[src/rtl/smg_pkg.sv]
// -----------------------------------------------------------------------------
// smg_pkg
// Shared constants and types for the seven-segment multiplex scan controller.
//   SMG_DIGITS   : number of multiplexed digits
//   SMG_SEL_OFF  : active-low digit select with every digit dark
//   SMG_ENC_LAT  : register stages inside the downstream segment encoder; the
//                  digit select is delayed by this many extra cycles so it
//                  lines up with the encoded segments
// -----------------------------------------------------------------------------
package smg_pkg;

  localparam int         SMG_DIGITS  = 6;
  localparam logic [5:0] SMG_SEL_OFF = 6'b111111;
  localparam int         SMG_ENC_LAT = 1;
  localparam int         SMG_IDX_W   = 3;
  localparam logic [SMG_IDX_W-1:0] SMG_IDX_LAST = 3'(SMG_DIGITS - 1);

  typedef logic [SMG_IDX_W-1:0] smg_idx_t;

  // One slot of the select-alignment delay line.
  typedef struct packed {
    logic     vld;    // slot carries a real digit (false while priming out of reset)
    smg_idx_t idx;    // digit index that was on number_data
    logic     blank;  // digit suppressed (leading-zero blanking)
  } smg_stage_t;

  // Active-low one-hot digit select.
  function automatic logic [5:0] smg_sel_n(input smg_idx_t idx);
    return ~(6'b000001 << idx);
  endfunction

  // Nibble k of a 24-bit display word.
  function automatic logic [3:0] smg_nibble(input logic [23:0] data, input smg_idx_t idx);
    return data[{idx, 2'b00} +: 4];
  endfunction

endpackage

[src/rtl/smg_tick_gen.sv]
// -----------------------------------------------------------------------------
// smg_tick_gen
// Digit-rate divider. Counts 0..DIGIT_TICKS-1 and flags the terminal count.
//   DIGIT_TICKS : CLK cycles per digit (>= 4)
//   CLK         : system clock, rising edge
//   RSTn        : asynchronous active-low reset
//   step        : high during the terminal-count cycle
// -----------------------------------------------------------------------------
module smg_tick_gen #(
  parameter int DIGIT_TICKS = 50000
) (
  input  logic CLK,
  input  logic RSTn,
  output logic step
);

  localparam int CNT_W = (DIGIT_TICKS > 1) ? $clog2(DIGIT_TICKS) : 1;
  localparam logic [CNT_W-1:0] CNT_LAST = CNT_W'(DIGIT_TICKS - 1);

  logic [CNT_W-1:0] tick_cnt_reg;

  assign step = (tick_cnt_reg == CNT_LAST);

  always_ff @(posedge CLK or negedge RSTn) begin
    if (!RSTn) begin
      tick_cnt_reg <= '0;
    end else if (step) begin
      tick_cnt_reg <= '0;
    end else begin
      tick_cnt_reg <= tick_cnt_reg + 1'b1;
    end
  end

endmodule

[src/rtl/smg_scan_module.sv]
// -----------------------------------------------------------------------------
// smg_scan_module
// Six-digit multiplex scan controller for a common-anode 7-segment display.
// Holds a 24-bit value as six nibbles, presents one nibble per digit slot on
// number_data and drives the matching active-low digit select one encoder
// latency later, so select and encoded segments change together.
//
// Ports
//   CLK          in   system clock, rising edge
//   RSTn         in   asynchronous active-low reset
//   disp_data    in   24-bit display value, nibble k = digit k (k=0 rightmost)
//   disp_valid   in   one-cycle strobe, captures disp_data as pending
//   disp_busy    out  a captured value is waiting for the next frame boundary
//   number_data  out  nibble of the current digit (to the segment encoder)
//   scan_sel     out  active-low digit select, bit k = digit k
//   frame_start  out  one-cycle pulse when digit 0 begins a new frame
//
// Build option
//   SMG_LEADING_ZERO_BLANK_EN : when defined, digits 5..1 whose nibble and all
//   higher nibbles are zero keep their select high for their slot. Digit 0 is
//   always driven. Undefined: all digits always driven.
// -----------------------------------------------------------------------------
module smg_scan_module
  import smg_pkg::*;
#(
  parameter int DIGIT_TICKS = 50000
) (
  input  logic        CLK,
  input  logic        RSTn,
  input  logic [23:0] disp_data,
  input  logic        disp_valid,
  output logic        disp_busy,
  output logic [3:0]  number_data,
  output logic [5:0]  scan_sel,
  output logic        frame_start
);

  logic       step;
  logic       boundary;
  smg_idx_t   idx_reg;
  logic [23:0] active_data_reg;
  logic [23:0] pending_data_reg;
  logic        pending_reg;
  logic [SMG_DIGITS-1:0] blank_mask;
  smg_stage_t  sel_pipe_reg [SMG_ENC_LAT];
  smg_stage_t  sel_tail;

  smg_tick_gen #(
    .DIGIT_TICKS (DIGIT_TICKS)
  ) u_tick_gen (
    .CLK  (CLK),
    .RSTn (RSTn),
    .step (step)
  );

  // Last tick of digit 5: the only point where the displayed value may change,
  // which is what keeps a frame from mixing two values.
  assign boundary = step && (idx_reg == SMG_IDX_LAST);

  always_ff @(posedge CLK or negedge RSTn) begin
    if (!RSTn) begin
      idx_reg <= '0;
    end else if (step) begin
      idx_reg <= (idx_reg == SMG_IDX_LAST) ? '0 : idx_reg + 1'b1;
    end
  end

  // Double buffer. A strobe landing on the boundary bypasses the pending
  // buffer and is the newest value, so it wins over anything pending.
  always_ff @(posedge CLK or negedge RSTn) begin
    if (!RSTn) begin
      active_data_reg  <= '0;
      pending_data_reg <= '0;
      pending_reg      <= 1'b0;
    end else if (boundary) begin
      if (disp_valid) begin
        active_data_reg <= disp_data;
      end else if (pending_reg) begin
        active_data_reg <= pending_data_reg;
      end
      pending_reg <= 1'b0;
    end else if (disp_valid) begin
      pending_data_reg <= disp_data;
      pending_reg      <= 1'b1;
    end
  end

  assign disp_busy = pending_reg;

  // Registered boundary: high in the first cycle of the new frame (idx==0).
  always_ff @(posedge CLK or negedge RSTn) begin
    if (!RSTn) begin
      frame_start <= 1'b0;
    end else begin
      frame_start <= boundary;
    end
  end

`ifdef SMG_LEADING_ZERO_BLANK_EN
  // Digit k is blank when nibble k and everything above it are zero.
  generate
    for (genvar gi = 0; gi < SMG_DIGITS; gi++) begin : g_blank
      if (gi == 0) begin : g_units
        assign blank_mask[gi] = 1'b0;
      end else begin : g_upper
        assign blank_mask[gi] = ~|active_data_reg[23:4*gi];
      end
    end
  endgenerate
`else
  assign blank_mask = '0;
`endif

  // Stage 1: nibble to the encoder. The select attributes for the same digit
  // enter the delay line in the same cycle so they stay paired with it.
  always_ff @(posedge CLK or negedge RSTn) begin
    if (!RSTn) begin
      number_data     <= 4'h0;
      sel_pipe_reg[0] <= '0;
    end else begin
      number_data     <= smg_nibble(active_data_reg, idx_reg);
      sel_pipe_reg[0] <= '{vld: 1'b1, idx: idx_reg, blank: blank_mask[idx_reg]};
    end
  end

  // Extra delay stages for a deeper encoder pipeline (none when latency is 1).
  generate
    for (genvar gi = 1; gi < SMG_ENC_LAT; gi++) begin : g_sel_dly
      always_ff @(posedge CLK or negedge RSTn) begin
        if (!RSTn) begin
          sel_pipe_reg[gi] <= '0;
        end else begin
          sel_pipe_reg[gi] <= sel_pipe_reg[gi-1];
        end
      end
    end
  endgenerate

  assign sel_tail = sel_pipe_reg[SMG_ENC_LAT-1];

  // Final stage: select lands together with the encoder's registered segments.
  // vld is clear until the pipe has primed, which keeps the display dark for
  // the first two cycles after reset.
  always_ff @(posedge CLK or negedge RSTn) begin
    if (!RSTn) begin
      scan_sel <= SMG_SEL_OFF;
    end else if (sel_tail.vld && !sel_tail.blank) begin
      scan_sel <= smg_sel_n(sel_tail.idx);
    end else begin
      scan_sel <= SMG_SEL_OFF;
    end
  end

endmodule

[config.mk]
export PLATFORM = sky130hd
export DESIGN_NAME = smg_scan_module
export DESIGN_NICKNAME = d
export VERILOG_FILES = /design/src/rtl/smg_pkg.sv /design/src/rtl/smg_tick_gen.sv /design/src/rtl/smg_scan_module.sv
export SDC_FILE = /design/constraint.sdc
export NUM_CORES = 1
export LEC_CHECK = 0
export CAP_MARGIN = 20
export CORE_ASPECT_RATIO = 0.75
export CORE_UTILIZATION = 30
export DETAILED_ROUTE_END_ITERATION = 12
export PLACE_DENSITY = 0.57
export SETUP_SLACK_MARGIN = 0.2
export SYNTH_ARGS = -nofsm -noshare
export SYNTH_HDL_FRONTEND = slang
export SYNTH_SLANG_ARGS = --single-unit
[constraint.sdc]
create_clock -name CLK -period 2.25 [get_ports CLK]
set_clock_uncertainty 0.15 [all_clocks]
set_input_delay 0.3375 -clock CLK [delete_from_list [all_inputs] [get_ports CLK]]
set_output_delay 0.3375 -clock CLK [all_outputs]
set_load 0.02 [all_outputs]
# --- Word level (Yosys, flattened, before mapping) ---
# Memory sizes are Yosys's and may differ from the RTL's. A register that Yosys moved wholly into a read port is not among the register bits.
# Cells that the tools add are included.
op_classes:
  bitwise_logic: 2
  n_shift: 2
  div: 0
  mux: 7
  n_addsub: 2
  n_eq_ne: 2
  n_reduce_logical: 8
  n_mul: 0
  magnitude_cmp: 0
op_table:
  columns: ["cell", "n"]
  rows:
  - ["$mux W24", 2]
  - ["$shiftx A24 B6 Y4", 1]
  - ["$add A16 B1 Y16 const B", 1]
  - ["$eq A16 B16 Y1 const B", 1]
  - ["$mux W16", 1]
  - ["$mux W6", 1]
  - ["$not A6 Y6", 1]
  - ["$shl A1 B3 Y6 const A", 1]
  - ["$reduce_and A2 Y1", 2]
  - ["$reduce_bool A2 Y1", 2]
  - ["$add A3 B1 Y3 const B", 1]
  - ["$eq A3 B3 Y1 const B", 1]
  - ["$mux W3", 1]
  - ["$logic_and A1 B1 Y1", 2]
  - ["$logic_not A1 Y1", 2]
  - ["$mux W1", 2]
  - ["$not A1 Y1", 1]
totals:
  latchBits: 0
  reg_bits: 83
  inputBits: 27
  mem_bits_rw: 0
  mem_count: 1
  romBits: 8
  out_inout_bits: 12
  wordCells: 34
memory_table:
  columns: ["memory", "words", "word_bits", "rd", "rd_ports_with_merged_regs", "write_ports", "line_no", "text"]
  rows:
  - ["(no name shown)", 8, 1, 1, 1, 0, "smg_scan_module.sv:122", "sel_pipe_reg[0] <= '{vld: 1'b1, idx: idx_reg, blank: blank_mask[idx_reg]};"]

# --- Longest topological paths before layout ---
depth:
  ltp_word: 4
  depth_mapped: 8
  mapped_depth_nobuf: 6

# --- By module ---
# From an unflattened synthesis, not the netlist that was laid out.
hier_totals:
  hier_cells: 259
  hier_area_um2: 3639.7
by_module_without_submodules:
  columns: ["module", "n_inst", "cells_per_inst", "seq_area_each_um2", "area_per_inst_um2"]
  rows:
  - ["smg_scan_module", 1, 192, 1684.1, 2877.8]
  - ["smg_tick_gen", 1, 67, 400.4, 762.0]

# --- Worst setup path after synthesis ---
# Ideal clock, no wire load.
synth_path:
  kind: "reg-to-reg"
  startpoint: "reg u_tick_gen.tick_cnt_reg[0]"
  endpoint: "reg pending_data_reg[10]"
  path_stages_with_launch: 8
  setup_time_ps: 127
  required_ps: 1973
  synth_period_minus_slack_ps: 1896
  path_slack_ps: 354
  path_buffers: 1
  arrival_time_ps: 1619
  path_cell_list: "dfrtp_1 -> ha_1 -> and4_1 -> and4_4 -> nand2_4 -> nand2_4 -> buf_6 -> mux2_1"
synth_via:
  elab_chain_cells: 4
synth_rtl:
  columns: ["element", "line_no", "text"]
  rows:
  - ["start, declared", "smg_tick_gen.sv:20", "logic [CNT_W-1:0] tick_cnt_reg;"]
  - ["start signal, assigned", "smg_tick_gen.sv:30", "tick_cnt_reg <= tick_cnt_reg + 1'b1;"]
  - ["$eq A16 B16 Y1", "smg_tick_gen.sv:22", "assign step = (tick_cnt_reg == CNT_LAST);"]
  - ["$logic_and A1 B1 Y1", "smg_scan_module.sv:58", "assign boundary = step && (idx_reg == SMG_IDX_LAST);"]
  - ["$not A1 Y1 (no source line)", null, null]
  - ["$reduce_and A2 Y1 (no source line)", null, null]
  - ["end signal, assigned", "smg_scan_module.sv:83", "pending_data_reg <= disp_data;"]
  - ["end, declared", "smg_scan_module.sv:42", "logic [23:0] pending_data_reg;"]
# No other way between the ends.
# A chain may end at the register's enable or synchronous reset.

# --- Final worst setup path ---
layout_path:
  startpoint: "reg u_tick_gen.tick_cnt_reg[0]"
  endpoint: "reg pending_data_reg[0]"
# The elaborated chain is that of the path after synthesis.

==> results.toml <==
[detailed_routing]
drtPass1Iterations = 4
vias = 2569
post_drt_via_cell_ratio = 4.998
wirelength_um = 8525
wl_per_cell_um = 16.59
drc = 0
ant_nets = 0
drtIter0Drc = 87

[synth]
postSynthCellCount = 297
avgSynthCellArea_um2 = 12.25
syn-cell-area_mm2 = 0.003638
synth-seq-area-share_pct = 57.29
yosysWarnings = 0
syn_nets = 325
synth_cell_types = 44
ys_ff_latch = 83

[sta]
setup_tns_ns = 0
fmaxAchievable_ghz = 0.5019
slew-limit-headroom_pct = 42.60
grt_setup_unrepaired = "yes"
finalHoldViolations = 0
period_share_pct = 88.54
setup_viol = 0
tightest_slew_ns = 0.8596
finalCriticalPeriod_ns = 1.992
final_max_slew_viol_count = 0

[clock_tree]
worst_skew_pair.late_latency_ns = 0.34
cts_inserted_buffers = 9
cts.path.max_buffers = 2
cts_tree = "built"
ctsHtreeMaxLevel = 3
cts.sinks = 83
root_buffer = "clkbuf_16"
path_clk_slew_ns = 0.06

[worst_setup_path]
arrival_ns = 2.06
critPathSlowestCell = "dfrtp_1"
rrSetupSlack_ns = 0.26
cp_common_cell = "and4_4"
worst-setup-path-type = "register to register"
cpPeakStageDelay_ns = 0.38
endpoint = "pending_data_reg[0]"
regToRegStartpoint = "u_tick_gen.tick_cnt_reg[0]"
worst_ep_required_time_ns = 2.32
crit_path_cell_trace = "ha_2, and4_4, and4_4, nand2_8, nand2_4, mux2_2"
worstRegToRegCells = 6
critPathLaunch = "u_tick_gen.tick_cnt_reg[0]"
rr_endpoint = "pending_data_reg[0]"
crit_path_max_fanout = 10
worst_setup_path_start_kind = "register"
end_kind = "register"

[global_routing]
grt_pass1_vias = 2608
grt_usage_pct = 13.98
grt_start_max_net_pins = 38
grt_pass1_wl_um = 13440
grt_antenna_before_repair = 0
overflow = 0

[final_layout]
area_delta_synth_final_pct = 30.74
fill_cells = 1108
antenna_cells = 0
final_common_cell = "dfrtp_1"
postLayoutCoreUtil_pct = 40.66
nNetsFinal = 375
drive_gt1_share_pct = 17.05
final_cell_mix = "77 x dfrtp_1, 38 x o22ai_1, 36 x clkdlybuf4s50_1, 20 x mux2_1, 19 x a21oi_1"

[die]
io_pins = 39
die-area_mm2 = 0.01258
die_w_um = 129.2
num_rows = 34
dieHeight_um = 97.38
core_mm2 = 0.01170
initial_core_util_pct = 31.10

[power]
cellPowerDensity_mw_per_mm2 = 724.7
leakagePower_uw = 0.001980
peakVddDrop_mv = 0.3812

[placed_design]
dp_hpwl_um = 5262
port_buffers = 38
gp_congestion = 0.7681

[worst_hold_path]
hold_path_class = "register to register"
hp-start = "sel_pipe_reg[4]"

[flow_run]
maxCapViolations = 0

[status]
outcome = "finished clean"
-- synthesized netlist by cell type --
master / number / share of area (%)
nor2_1: 13 / 1.3
nand2_1: 12 / 1.2
ha_1: 1 / 0.34
mux4_2: 4 / 2.5
and3_1: 3 / 0.52
o22ai_1: 39 / 6.7
nor4bb_1: 1 / 0.28
a31oi_1: 6 / 1.0
conb_1: 1 / 0.10
or2_1: 1 / 0.17
o2bb2ai_1: 6 / 1.4
nand4b_1: 2 / 0.48
clkbuf_1: 7 / 0.72
xnor2_1: 6 / 1.4
nand3_2: 1 / 0.28
buf_2: 4 / 0.55
dfstp_2: 6 / 4.3
nand3_1: 5 / 0.69
nand3_4: 1 / 0.48
inv_1: 5 / 0.52
buf_4: 4 / 0.83
and4bb_1: 1 / 0.34
xor2_1: 8 / 1.9
a21o_1: 1 / 0.21
mux2_1: 20 / 6.2
mux2_2: 4 / 1.2
nand4_1: 3 / 0.52
nor2b_1: 2 / 0.34
buf_6: 3 / 0.93
nand3b_1: 2 / 0.41
dfrtp_1: 77 / 53
a21oi_1: 19 / 2.6
and4_4: 1 / 0.31
nor2_2: 1 / 0.17
nand2b_1: 1 / 0.17
or3_1: 1 / 0.17
nor3_1: 3 / 0.41
o21ai_0: 3 / 0.41
and2_1: 7 / 1.2
and4_1: 3 / 0.72
and3b_1: 1 / 0.24
nand2_4: 2 / 0.62
mux2i_1: 4 / 1.1
nor4b_2: 2 / 0.83
-- metrics by stage --
step	hold slack (ns)	area (um2)	std cells	worst slack, ns	total power (uW)
floorplan	-0.1081	3638	297	0.3535	1670
global placement	0.1546	4229	490	0.1674	1774
detailed placement	0.1622	4229	490	0.1109	1782
CTS	0.3031	4593	507	0.2049	3481
global route	0.3302	4757	514	0.1688	3566
finish	0.3045	4757	514	0.2578	3447
-- cell families after synthesis --
logic type,after synthesis,synth area share (%)
flip-flops,83,57.29
AO/OA/AOI/OAI,74,12.41
AND/OR/NAND/NOR,69,11.93
multiplexers,32,11.00
buffers and inverters,23,3.542
XOR/XNOR,14,3.370
adder cells (fa/ha/maj),1,0.3438
other,1,0.1031
-- power by group --
part	internal (uW)	total [uW]	switching (uW)
Clock	1120	1690	571
Combinational	98.3	188	89.9
Sequential	1550	1570	27.0
Total	2760	3450	688
-- worst min-delay path by stage --
stage | slack [ns] | to | cells after the start
finish | 0.30 | scan_sel[4] | 1
global route | 0.33 | scan_sel[4] | 1
CTS | 0.30 | scan_sel[4] | 1
detailed placement | 0.16 | u_tick_gen.tick_cnt_reg[10] | 1
global placement | 0.15 | u_tick_gen.tick_cnt_reg[7] | 1
floorplan | -0.11 | active_data_reg[0] | 0
-- timing repair --
item	in CTS	in global routing
gates resized for setup	2	10
endpoints found under the hold margin	25	0
buffers inserted	0	2
endpoints found under the setup margin	25	41
hold buffers	1	0
pin swaps	0	3
cloned	0	5
-- metal layers --
| metal | GRT usage (%) | share of wire [%] |
|---|---|---|
| met1 | 19.11 | 47 |
| met2 | 21.05 | 46 |
| met3 | 3.689 | 5.2 |
| met4 | 5.339 | 2.0 |
| met5 | 0 | 0 |
-- final cells by class --
| type | count | area [um2] | share of cell area (%) |
|---|---|---|---|
| clock buffers | 12 | 246.5 | 5.181 |
| flip-flops and latches | 83 | 2085 | 43.82 |
| repair buffers | 54 | 588.1 | 12.36 |
| inverters | 5 | 18.77 | 0.3945 |
| well taps | 162 | 202.7 | 4.261 |
| multi-input cells | 194 | 1519 | 31.93 |
| clock inverters | 4 | 97.59 | 2.052 |
-- worst max-delay path, delay by kind of cell (launching register included) --
| kind | cells | cell delay, ns |
|---|---|---|
| adder cells (fa/ha/maj) | 1 | 0.22 |
| flip-flops | 1 | 0.38 |
| AND/OR/NAND/NOR | 4 | 0.77 |
| multiplexers | 1 | 0.35 |
No activity file was read; power rests on OpenSTA's default activity.
